[src/rtl/ov7670_pkg.sv]
// ----------------------------------------------------------------------------
// ov7670_pkg
// Shared types and constants for the OV7670 capture path.
//   cap_state_t      : capture FSM states
//   RGB565_W         : width of one packed RGB565 pixel
//   FRAME_W_DEFAULT  : default pixels per line (VGA)
//   FRAME_H_DEFAULT  : default lines per frame (VGA)
//   CNT_W_DEFAULT    : default pixel/line counter width
// ----------------------------------------------------------------------------
package ov7670_pkg;

  typedef enum logic [2:0] {
    IDLE     = 3'd0,
    WAIT_VS  = 3'd1,
    WAIT_FRM = 3'd2,
    ACTIVE   = 3'd3,
    DROP     = 3'd4
  } cap_state_t;

  localparam int RGB565_W        = 16;
  localparam int FRAME_W_DEFAULT = 640;
  localparam int FRAME_H_DEFAULT = 480;
  localparam int CNT_W_DEFAULT   = 10;

endpackage

[src/rtl/ov7670_cam_sample.sv]
// ----------------------------------------------------------------------------
// ov7670_cam_sample
// Registers the raw OV7670 pins once in the PCLK domain and derives edge
// strobes from the registered value and its previous value.
// Ports:
//   clk_write  : camera PCLK
//   rst_n      : asynchronous active-low reset
//   cam_vsync  : raw VSYNC pin
//   cam_href   : raw HREF pin
//   cam_data   : raw D[7:0] pins
//   vs_q/hr_q  : registered VSYNC/HREF
//   d_q        : registered data byte
//   vs_rise    : vs_q went 0->1 (start of vertical blanking)
//   vs_fall    : vs_q went 1->0 (start of active frame)
//   hr_fall    : hr_q went 1->0 (end of a line)
// ----------------------------------------------------------------------------
module ov7670_cam_sample (
  input  logic       clk_write,
  input  logic       rst_n,
  input  logic       cam_vsync,
  input  logic       cam_href,
  input  logic [7:0] cam_data,
  output logic       vs_q,
  output logic       hr_q,
  output logic [7:0] d_q,
  output logic       vs_rise,
  output logic       vs_fall,
  output logic       hr_fall
);

  logic vs_prev;
  logic hr_prev;

  always_ff @(posedge clk_write or negedge rst_n) begin
    if (!rst_n) begin
      vs_q    <= 1'b0;
      hr_q    <= 1'b0;
      d_q     <= 8'h00;
      vs_prev <= 1'b0;
      hr_prev <= 1'b0;
    end else begin
      vs_q    <= cam_vsync;
      hr_q    <= cam_href;
      d_q     <= cam_data;
      vs_prev <= vs_q;
      hr_prev <= hr_q;
    end
  end

  assign vs_rise = vs_q & ~vs_prev;
  assign vs_fall = ~vs_q & vs_prev;
  assign hr_fall = ~hr_q & hr_prev;

endmodule

[src/rtl/ov7670_capture_writer.sv]
// ----------------------------------------------------------------------------
// ov7670_capture_writer
// Producer side of the camera-to-frame-buffer FIFO. Samples the OV7670 bus in
// the PCLK domain, packs byte pairs into RGB565 pixels, writes them into the
// FIFO while respecting fifo_full, and reports frame completion, overflow and
// frame-geometry errors.
//
// Optional build macro: OV7670_TEST_PATTERN_EN
//   When defined, adds input test_pattern; while it is high the written pixel
//   is {line_count[7:0], pixel_cnt[7:0]} instead of camera data (requires
//   CNT_W >= 8). Write timing is still driven by HREF byte pairs.
//
// Ports:
//   clk_write    : camera PCLK, rising edge
//   rst_n        : asynchronous active-low reset (shared with the FIFO)
//   capture_en   : 1 = capture frames continuously
//   cam_vsync    : OV7670 VSYNC (high = vertical blanking)
//   cam_href     : OV7670 HREF (high = valid line bytes)
//   cam_data     : OV7670 D[7:0]
//   test_pattern : (macro only) substitute counter pattern for pixel data
//   fifo_full    : FIFO full flag, write-domain synchronous
//   fifo_write   : one-cycle write strobe
//   fifo_data    : pixel {hi_byte, lo_byte}
//   frame_done   : one-cycle pulse at end of each captured frame
//   overflow     : sticky, a pixel met fifo_full
//   size_err     : sticky, a completed frame/line had the wrong geometry
//   line_count   : lines completed in the current frame
// ----------------------------------------------------------------------------
module ov7670_capture_writer
  import ov7670_pkg::*;
#(
  parameter int DATA_WIDTH = RGB565_W,
  parameter int FRAME_W    = FRAME_W_DEFAULT,
  parameter int FRAME_H    = FRAME_H_DEFAULT,
  parameter int CNT_W      = CNT_W_DEFAULT
) (
  input  logic                  clk_write,
  input  logic                  rst_n,
  input  logic                  capture_en,
  input  logic                  cam_vsync,
  input  logic                  cam_href,
  input  logic [7:0]            cam_data,
`ifdef OV7670_TEST_PATTERN_EN
  input  logic                  test_pattern,
`endif
  input  logic                  fifo_full,
  output logic                  fifo_write,
  output logic [DATA_WIDTH-1:0] fifo_data,
  output logic                  frame_done,
  output logic                  overflow,
  output logic                  size_err,
  output logic [CNT_W-1:0]      line_count
);

  // Sampled camera bus
  logic       vs_q;
  logic       hr_q;
  logic [7:0] d_q;
  logic       vs_rise;
  logic       vs_fall;
  logic       hr_fall;

  ov7670_cam_sample u_sample (
    .clk_write (clk_write),
    .rst_n     (rst_n),
    .cam_vsync (cam_vsync),
    .cam_href  (cam_href),
    .cam_data  (cam_data),
    .vs_q      (vs_q),
    .hr_q      (hr_q),
    .d_q       (d_q),
    .vs_rise   (vs_rise),
    .vs_fall   (vs_fall),
    .hr_fall   (hr_fall)
  );

  cap_state_t state;
  cap_state_t state_next;

  logic             phase;
  logic [7:0]       hi_byte;
  logic [CNT_W-1:0] pixel_cnt;
  // Set on leaving IDLE; lets the first ACTIVE entry clear the sticky flags
  // while back-to-back frames keep them.
  logic             fresh;

  // Control strobes decoded by the FSM for the datapath
  logic enter_active;
  logic take_hi;
  logic emit_pixel;
  logic pixel_blocked;
  logic line_end;
  logic frame_end;

  logic [CNT_W-1:0]      pixel_cnt_inc;
  logic [CNT_W-1:0]      line_count_inc;
  logic [CNT_W-1:0]      line_count_end;
  logic                  line_bad;
  logic                  frame_bad;
  logic [DATA_WIDTH-1:0] pixel;

  // Counters saturate rather than wrap so an over-long line or frame can
  // never alias back onto the expected geometry.
  assign pixel_cnt_inc  = (pixel_cnt == '1) ? pixel_cnt : pixel_cnt + CNT_W'(1);
  assign line_count_inc = (line_count == '1) ? line_count : line_count + CNT_W'(1);
  assign line_count_end = line_end ? line_count_inc : line_count;

  // A line is bad if it held the wrong number of pixels or left a dangling
  // high byte; a frame is bad if its line total (including a line closed by
  // the frame end itself) is off.
  assign line_bad  = line_end && ((pixel_cnt != CNT_W'(FRAME_W)) || phase);
  assign frame_bad = frame_end && (line_count_end != CNT_W'(FRAME_H));

  always_comb begin
    pixel = DATA_WIDTH'({hi_byte, d_q});
`ifdef OV7670_TEST_PATTERN_EN
    if (test_pattern) begin
      pixel = DATA_WIDTH'({line_count[7:0], pixel_cnt[7:0]});
    end
`endif
  end

  always_ff @(posedge clk_write or negedge rst_n) begin
    if (!rst_n) begin
      state <= IDLE;
    end else begin
      state <= state_next;
    end
  end

  // Next-state and strobe decode. In ACTIVE a frame end takes priority over
  // a line end, which takes priority over byte capture; bytes presented on
  // the frame-end or line-end cycle are not part of any pixel.
  always_comb begin
    state_next    = state;
    enter_active  = 1'b0;
    take_hi       = 1'b0;
    emit_pixel    = 1'b0;
    pixel_blocked = 1'b0;
    line_end      = 1'b0;
    frame_end     = 1'b0;

    case (state)
      IDLE: begin
        if (capture_en) begin
          state_next = WAIT_VS;
        end
      end

      WAIT_VS: begin
        if (!capture_en) begin
          state_next = IDLE;
        end else if (vs_q) begin
          state_next = WAIT_FRM;
        end
      end

      WAIT_FRM: begin
        if (!capture_en) begin
          state_next = IDLE;
        end else if (vs_fall) begin
          state_next   = ACTIVE;
          enter_active = 1'b1;
        end
      end

      ACTIVE: begin
        if (vs_rise) begin
          frame_end  = 1'b1;
          line_end   = hr_q | hr_fall;
          state_next = capture_en ? WAIT_FRM : IDLE;
        end else if (hr_fall) begin
          line_end = 1'b1;
        end else if (hr_q) begin
          if (!phase) begin
            take_hi = 1'b1;
          end else if (fifo_full) begin
            pixel_blocked = 1'b1;
            state_next    = DROP;
          end else begin
            emit_pixel = 1'b1;
          end
        end
      end

      DROP: begin
        if (vs_rise) begin
          state_next = capture_en ? WAIT_FRM : IDLE;
        end
      end

      default: begin
        state_next = IDLE;
      end
    endcase
  end

  // Datapath: byte packing, counters, output strobes and sticky flags.
  always_ff @(posedge clk_write or negedge rst_n) begin
    if (!rst_n) begin
      phase      <= 1'b0;
      hi_byte    <= 8'h00;
      pixel_cnt  <= '0;
      line_count <= '0;
      fifo_write <= 1'b0;
      fifo_data  <= '0;
      frame_done <= 1'b0;
      overflow   <= 1'b0;
      size_err   <= 1'b0;
      fresh      <= 1'b0;
    end else begin
      fifo_write <= emit_pixel;
      frame_done <= frame_end;

      if (emit_pixel) begin
        fifo_data <= pixel;
      end

      if (take_hi) begin
        hi_byte <= d_q;
      end

      if (enter_active || line_end) begin
        phase <= 1'b0;
      end else if (take_hi || emit_pixel || pixel_blocked) begin
        phase <= ~phase;
      end

      if (enter_active || line_end) begin
        pixel_cnt <= '0;
      end else if (emit_pixel) begin
        pixel_cnt <= pixel_cnt_inc;
      end

      if (enter_active) begin
        line_count <= '0;
      end else if (line_end) begin
        line_count <= line_count_inc;
      end

      if (state == IDLE && state_next == WAIT_VS) begin
        fresh <= 1'b1;
      end else if (enter_active) begin
        fresh <= 1'b0;
      end

      if (enter_active && fresh) begin
        overflow <= 1'b0;
      end else if (pixel_blocked) begin
        overflow <= 1'b1;
      end

      if (enter_active && fresh) begin
        size_err <= 1'b0;
      end else if (line_bad || frame_bad) begin
        size_err <= 1'b1;
      end
    end
  end

endmodule

[config.mk]
export PLATFORM = sky130hd
export DESIGN_NAME = ov7670_capture_writer
export DESIGN_NICKNAME = d
export VERILOG_FILES = /design/src/rtl/ov7670_pkg.sv /design/src/rtl/ov7670_cam_sample.sv /design/src/rtl/ov7670_capture_writer.sv
export SDC_FILE = /design/constraint.sdc
export NUM_CORES = 1
export LEC_CHECK = 0
export BUFFER_PORTS_ARGS = -buffer_cell sky130_fd_sc_hd__buf_2
export CORE_ASPECT_RATIO = 0.75
export CORE_MARGIN = 3
export CORE_UTILIZATION = 44
export CTS_CLUSTER_DIAMETER = 40
export DETAILED_ROUTE_END_ITERATION = 8
export PLACE_DENSITY = 0.74
export SLEW_MARGIN = 5
export SYNTH_ARGS = -nofsm -noshare
export SYNTH_HDL_FRONTEND = slang
export SYNTH_SLANG_ARGS = --single-unit
[constraint.sdc]
create_clock -name clk_write -period 2.3 [get_ports clk_write]
set_input_delay 0.115 -clock clk_write [delete_from_list [all_inputs] [get_ports clk_write]]
set_output_delay 0.115 -clock clk_write [all_outputs]
set_load 0.1 [all_outputs]
# Word-level counts from Yosys, hierarchy flattened
# Cells that the tools add are included.
# word_totals
regBits	65
latchBits	0
ramBits	0
mem_bits_ro	0
elab_cells	104
mem_count	0
# op_classes
add_sub_neg	2
mul	0
n_div	0
n_lt_le_gt_ge	0
eq_ne	10
shifts	0
mux	52
bitwise_logic	8
n_reduce_logical	16
# op_table
cell	n
$mux W10	6
$mux W1	33
$mux W3	11
$add A10 B1 Y10 const B	2
$eq A10 B10 Y1 const B	2
$pmux W3 S5	1
$ne A10 B10 Y1 const B	1
$ne A10 B9 Y1 const B	1
$reduce_bool A2 Y1	5
$eq A3 B1 Y1 const B	2
$eq A3 B2 Y1 const B	2
$logic_or A1 B1 Y1	5
$logic_and A1 B1 Y1	4
$not A1 Y1	4
$and A1 B1 Y1	3
$eq A3 B3 Y1 const B	1
$logic_not A3 Y1	1
$mux W2	1
$ne A2 B1 Y1 const B	1
$reduce_and A2 Y1	1
$or A1 B1 Y1	1

# Depth between registers and ports, before layout
# logic_depth
ltp_word	11
depth_mapped	7
mapped_depth_nobuf	7

# Cells and area by module
# From an unflattened synthesis, not the netlist that was laid out.
# unflattened
hier_cells	276
area_unflattened_um2	2847.7
# by_module_without_submodules
module	instances	cells_per_inst	area_each_um2
ov7670_capture_writer	1	261	2526.2
ov7670_cam_sample	1	15	321.6

# Worst setup path before layout
# OpenSTA, ideal clock, no wires.
# synth_path
path_kind	register to register
startpoint	register line_count[0]
endpoint	register size_err
setup_ps	94
arrival_time_ps	2559
slack_ps	-352
path_stages_with_launch	8
n_path_buf	0
path_cell_list	dfrtp_1 ha_1 and3_4 nand4_1 and2_1 xnor2_1 and3b_1 a221oi_2
# synth_via
elab_chain_len	7
word_cells_on_any_way	8
# synth_lines
element	line_no	source
start: declaration	ov7670_capture_writer.sv:52	output logic [CNT_W-1:0] line_count
start signal: assignment	ov7670_capture_writer.sv:238	line_count <= line_count_inc;
$add A10 B1 Y10 or $eq A10 B10 Y1 (tied branches)	ov7670_capture_writer.sv:105	assign line_count_inc = (line_count == '1) ? line_count : line_count + CNT_W'(1);
$mux W10	ov7670_capture_writer.sv:105	
$mux W10 *	--	
$ne A10 B9 Y1 *	ov7670_capture_writer.sv:112	assign frame_bad = frame_end && (line_count_end != CNT_W'(FRAME_H));
$logic_and A1 B1 Y1 *	ov7670_capture_writer.sv:112	
$logic_or A1 B1 Y1 *	ov7670_capture_writer.sv:255	end else if (line_bad || frame_bad) begin
$reduce_bool A2 Y1 (no source line) *	--	
end signal: assignment	ov7670_capture_writer.sv:209	size_err <= 1'b0;
end signal: assignment	ov7670_capture_writer.sv:254	size_err <= 1'b0;
end signal: assignment	ov7670_capture_writer.sv:256	size_err <= 1'b1;
end: declaration	ov7670_capture_writer.sv:51	output logic size_err,
# Every way passes the cells marked *; elsewhere a longest branch is shown, timed or not.
# A chain may end at the register's enable or synchronous reset.

# Final worst setup path
# Ends and elaborated chain as after synthesis.

==> impl_metrics.csv <==
group,metric,value,unit
outcome,status,"completed",
sta,tns,0,ps
layout,n_fill_cell,532,
worst_setup_path,r2r_slack,220,ps
global_route,antenna_found_initial,0,
synthesis,synth_edf_count,0,
layout,multi_input_area,1200,sq um
synthesis,yosysSeqAreaShare,56.4,%
floorplanning,core,6070,sq um
detailed_routing,antenna_left,0,
synthesis,ys_types,50,
place,port-buffer-count,43,
global_route,grt_remaining_overflow,0,
synthesis,synthCells,273,
detailed_routing,avgViaCountPerCell,5.17,
worst_setup_path,worstPathRequired,2540,ps
sta,finalHoldViolations,0,
cts,clock_sinks,65,
worst_setup_path,startpoint_type,"register",
cts,cts_made_buffers,9,
global_route,grt_usage,16.0,%
sta,rsz0062_at_grt,"false",
sta,finalSetupViolCount,0,
place,dp.final_hpwl,3.94,mm
synthesis,synth_most_common_cell,"nand2_1",
worst_setup_path,rr_worst_depth,7,
synthesis,syn-mean-instance-area,10.6,sq um
floorplanning,dieArea,7570,sq um
layout,stdcell_count,420,
layout,regArea,1640,sq um
cts,clk_pin_slew_worst_paths,70,ps
synthesis,yosysTopAreaCell,"dfrtp_1",
place,globalplace.congestion,0.894,
worst_setup_path,path_class,"register to register",
worst_setup_path,rr_startpoint,"line_count[0]",
hold_path,hold_class,"input pin to register",
floorplanning,num_io_pins,44,
cts,cts_tree,"yes",
layout,diodes,0,
global_route,grt_pass1_wl,9.92,mm
detailed_routing,wl_per_cell,13.6,um
detailed_routing,dr_total_vias,2171,
synthesis,synthTopCellsByArea,"dfrtp_1 (56%), nand2_1 (8.6%), mux2_2 (3.5%)",
worst_setup_path,crit_start,"line_count[0]",
synthesis,ys_seq_elements,65,
floorplanning,die_height,76.1,um
sta,worst-slew-pin-transition,545,ps
global_route,grt_max_degree,44,
layout,fin_util,57.8,%
detailed_routing,dr.pass1.iters,4,
sta,clock_skew,4.92,ps
cts,htreeDepth,3,
layout,area_delta_synth_final,21.7,%
job,drv_cap,0,
cts,hold_buffers,12,
worst_setup_path,critical_path.endpoint,"size_err",
layout,drive_gt1_share,26.9,%
sta,post-route-period-util,90.3,%
global_route,grt_pass1_vias,2177,
cts,cts_resized,0,
worst_setup_path,crit_arrival,2320,ps
place,dpl_cell_area,3210,sq um
pwr,ir_worst_vdd,0.702,mV
cts,clk_path_buf_depth,2,
synthesis,yosys_warnings,0,
floorplanning,die_x,99.5,um
floorplanning,start_util,47.5,%
synthesis,synth_ff_type,"dfrtp_1",
cts,cts_root_buf,"clkbuf_8",
detailed_routing,drcViolationCount,0,
synthesis,syn_nets,290,
pwr,p_per_area,1310,nW/um^2
floorplanning,rows,24,
layout,nets,354,
sta,drv_slew,0,
place,placedCellCount,392,
worst_setup_path,reg2reg_to,"size_err",
worst_setup_path,crit_path_end_kind,"register",
sta,fin_crit,2080,ps
worst_setup_path,crit_fanout,6,
layout,final_area,3510,sq um
detailed_routing,dr.first_iter.drc_count,102,
synthesis,synthArstFlopShare,100,%
detailed_routing,wl,5.73,mm
synthesis,synth_top_cell_area_share,56.4,%
sta,hold_slack,222,ps
cts,post_cts_buffers,0,
sta,slew_headroom,63.6,%
synthesis,synth_area,2880,sq um
synthesis,synth_common_cells,"nand2_1 (66), dfrtp_1 (65), nor2_1 (21)",
cts,clk_latency,330,ps
pwr,p_leak,1.72,nW
sta,fmax,0.482,GHz
==> where the power goes <==
part | switching, W | internal, W | total [W] | leakage (nW)
registers | 0.000263 | 0.00143 | 0.00169 | 0.825
clock network | 0.000438 | 0.000426 | 0.000864 | 0.0822
logic | 0.00164 | 0.000420 | 0.00206 | 0.815
total | 0.00234 | 0.00227 | 0.00461 | 1.72
==> per-stage QoR <==
stage / setup slack [ps] / total power [W]
finish: 224 / 0.00461
global route: 115 / 0.00484
CTS: 261 / 0.00465
detailed placement: 277 / 0.00376
global placement: 355 / 0.00374
floorplan: 3.04 / 0.00338
==> worst min path at each step <==
stage | from | end | slack [ps] | depth (start not counted)
after floorplan | rst_n | fifo_data[0] | -180 | 0
after global placement | rst_n | state[0] | 220 | 2
after detailed placement | rst_n | state[0] | 220 | 2
after CTS | fifo_full | state[0] | 200 | 4
after global routing | fifo_full | fifo_data[6] | 250 | 5
final | fifo_full | state[0] | 220 | 4
==> cell type report <==
type / instances / share of cell area (%)
Multi-Input combinational cell: 196 / 34.3
Inverter: 6 / 0.642
Tap cell: 78 / 2.78
Clock inverter: 5 / 1.14
Sequential cell: 65 / 46.7
Clock buffer: 11 / 4.03
Timing Repair Buffer: 59 / 10.4
==> worst max-delay path, cell delays in order (launching register included) <==
cell      delay (ps)
dfrtp_4          450
ha_1             260
and3_4           230
nand4_1          190
and2_1           280
xnor2_1          170
and3b_1          190
a221oi_2         220
==> per-layer routing <==
layer	vias to the layer above	wire length [um]	global-route usage (%)
li1	1054	-	-
met3	5	291	4.85
met4	0	38	4.77
met5	-	0	0
met2	59	2680	25.6
met1	1053	2720	20.8
==> state kept, by name (all words and copies together), names as in the netlist, 3 cells and up <==
register and cells:
fifo_data 16, hi_byte 8, line_count 10, pixel_cnt 10, state 3, u_sample.d_q 8
==> logic make-up (layout without fill, tap and decap cells) <==
family	Yosys count	in the layout	share of synthesized area, %
simple gates	144	144	24.7
compound gates	24	24	7.21
mux	11	11	4.21
flops	65	65	56.4
fa+ha+maj	3	3	1.30
xor+xnor	14	14	4.25
buf+inv	12	81	1.87
==> layout by cell type, fill, tap and decap left out, drive strengths merged, types with 5 or more instances in the layout <==
cell type	n
dlygate4sd3	12
nand2b	7
nor2	23
clkbuf	11
nand3	8
nor3	5
mux2	9
and2	5
nand4	10
buf	47
xor2	10
dfrtp	65
and3	8
a21oi	7
nand2	66
inv	6
Power figures use the tool's default switching activity.
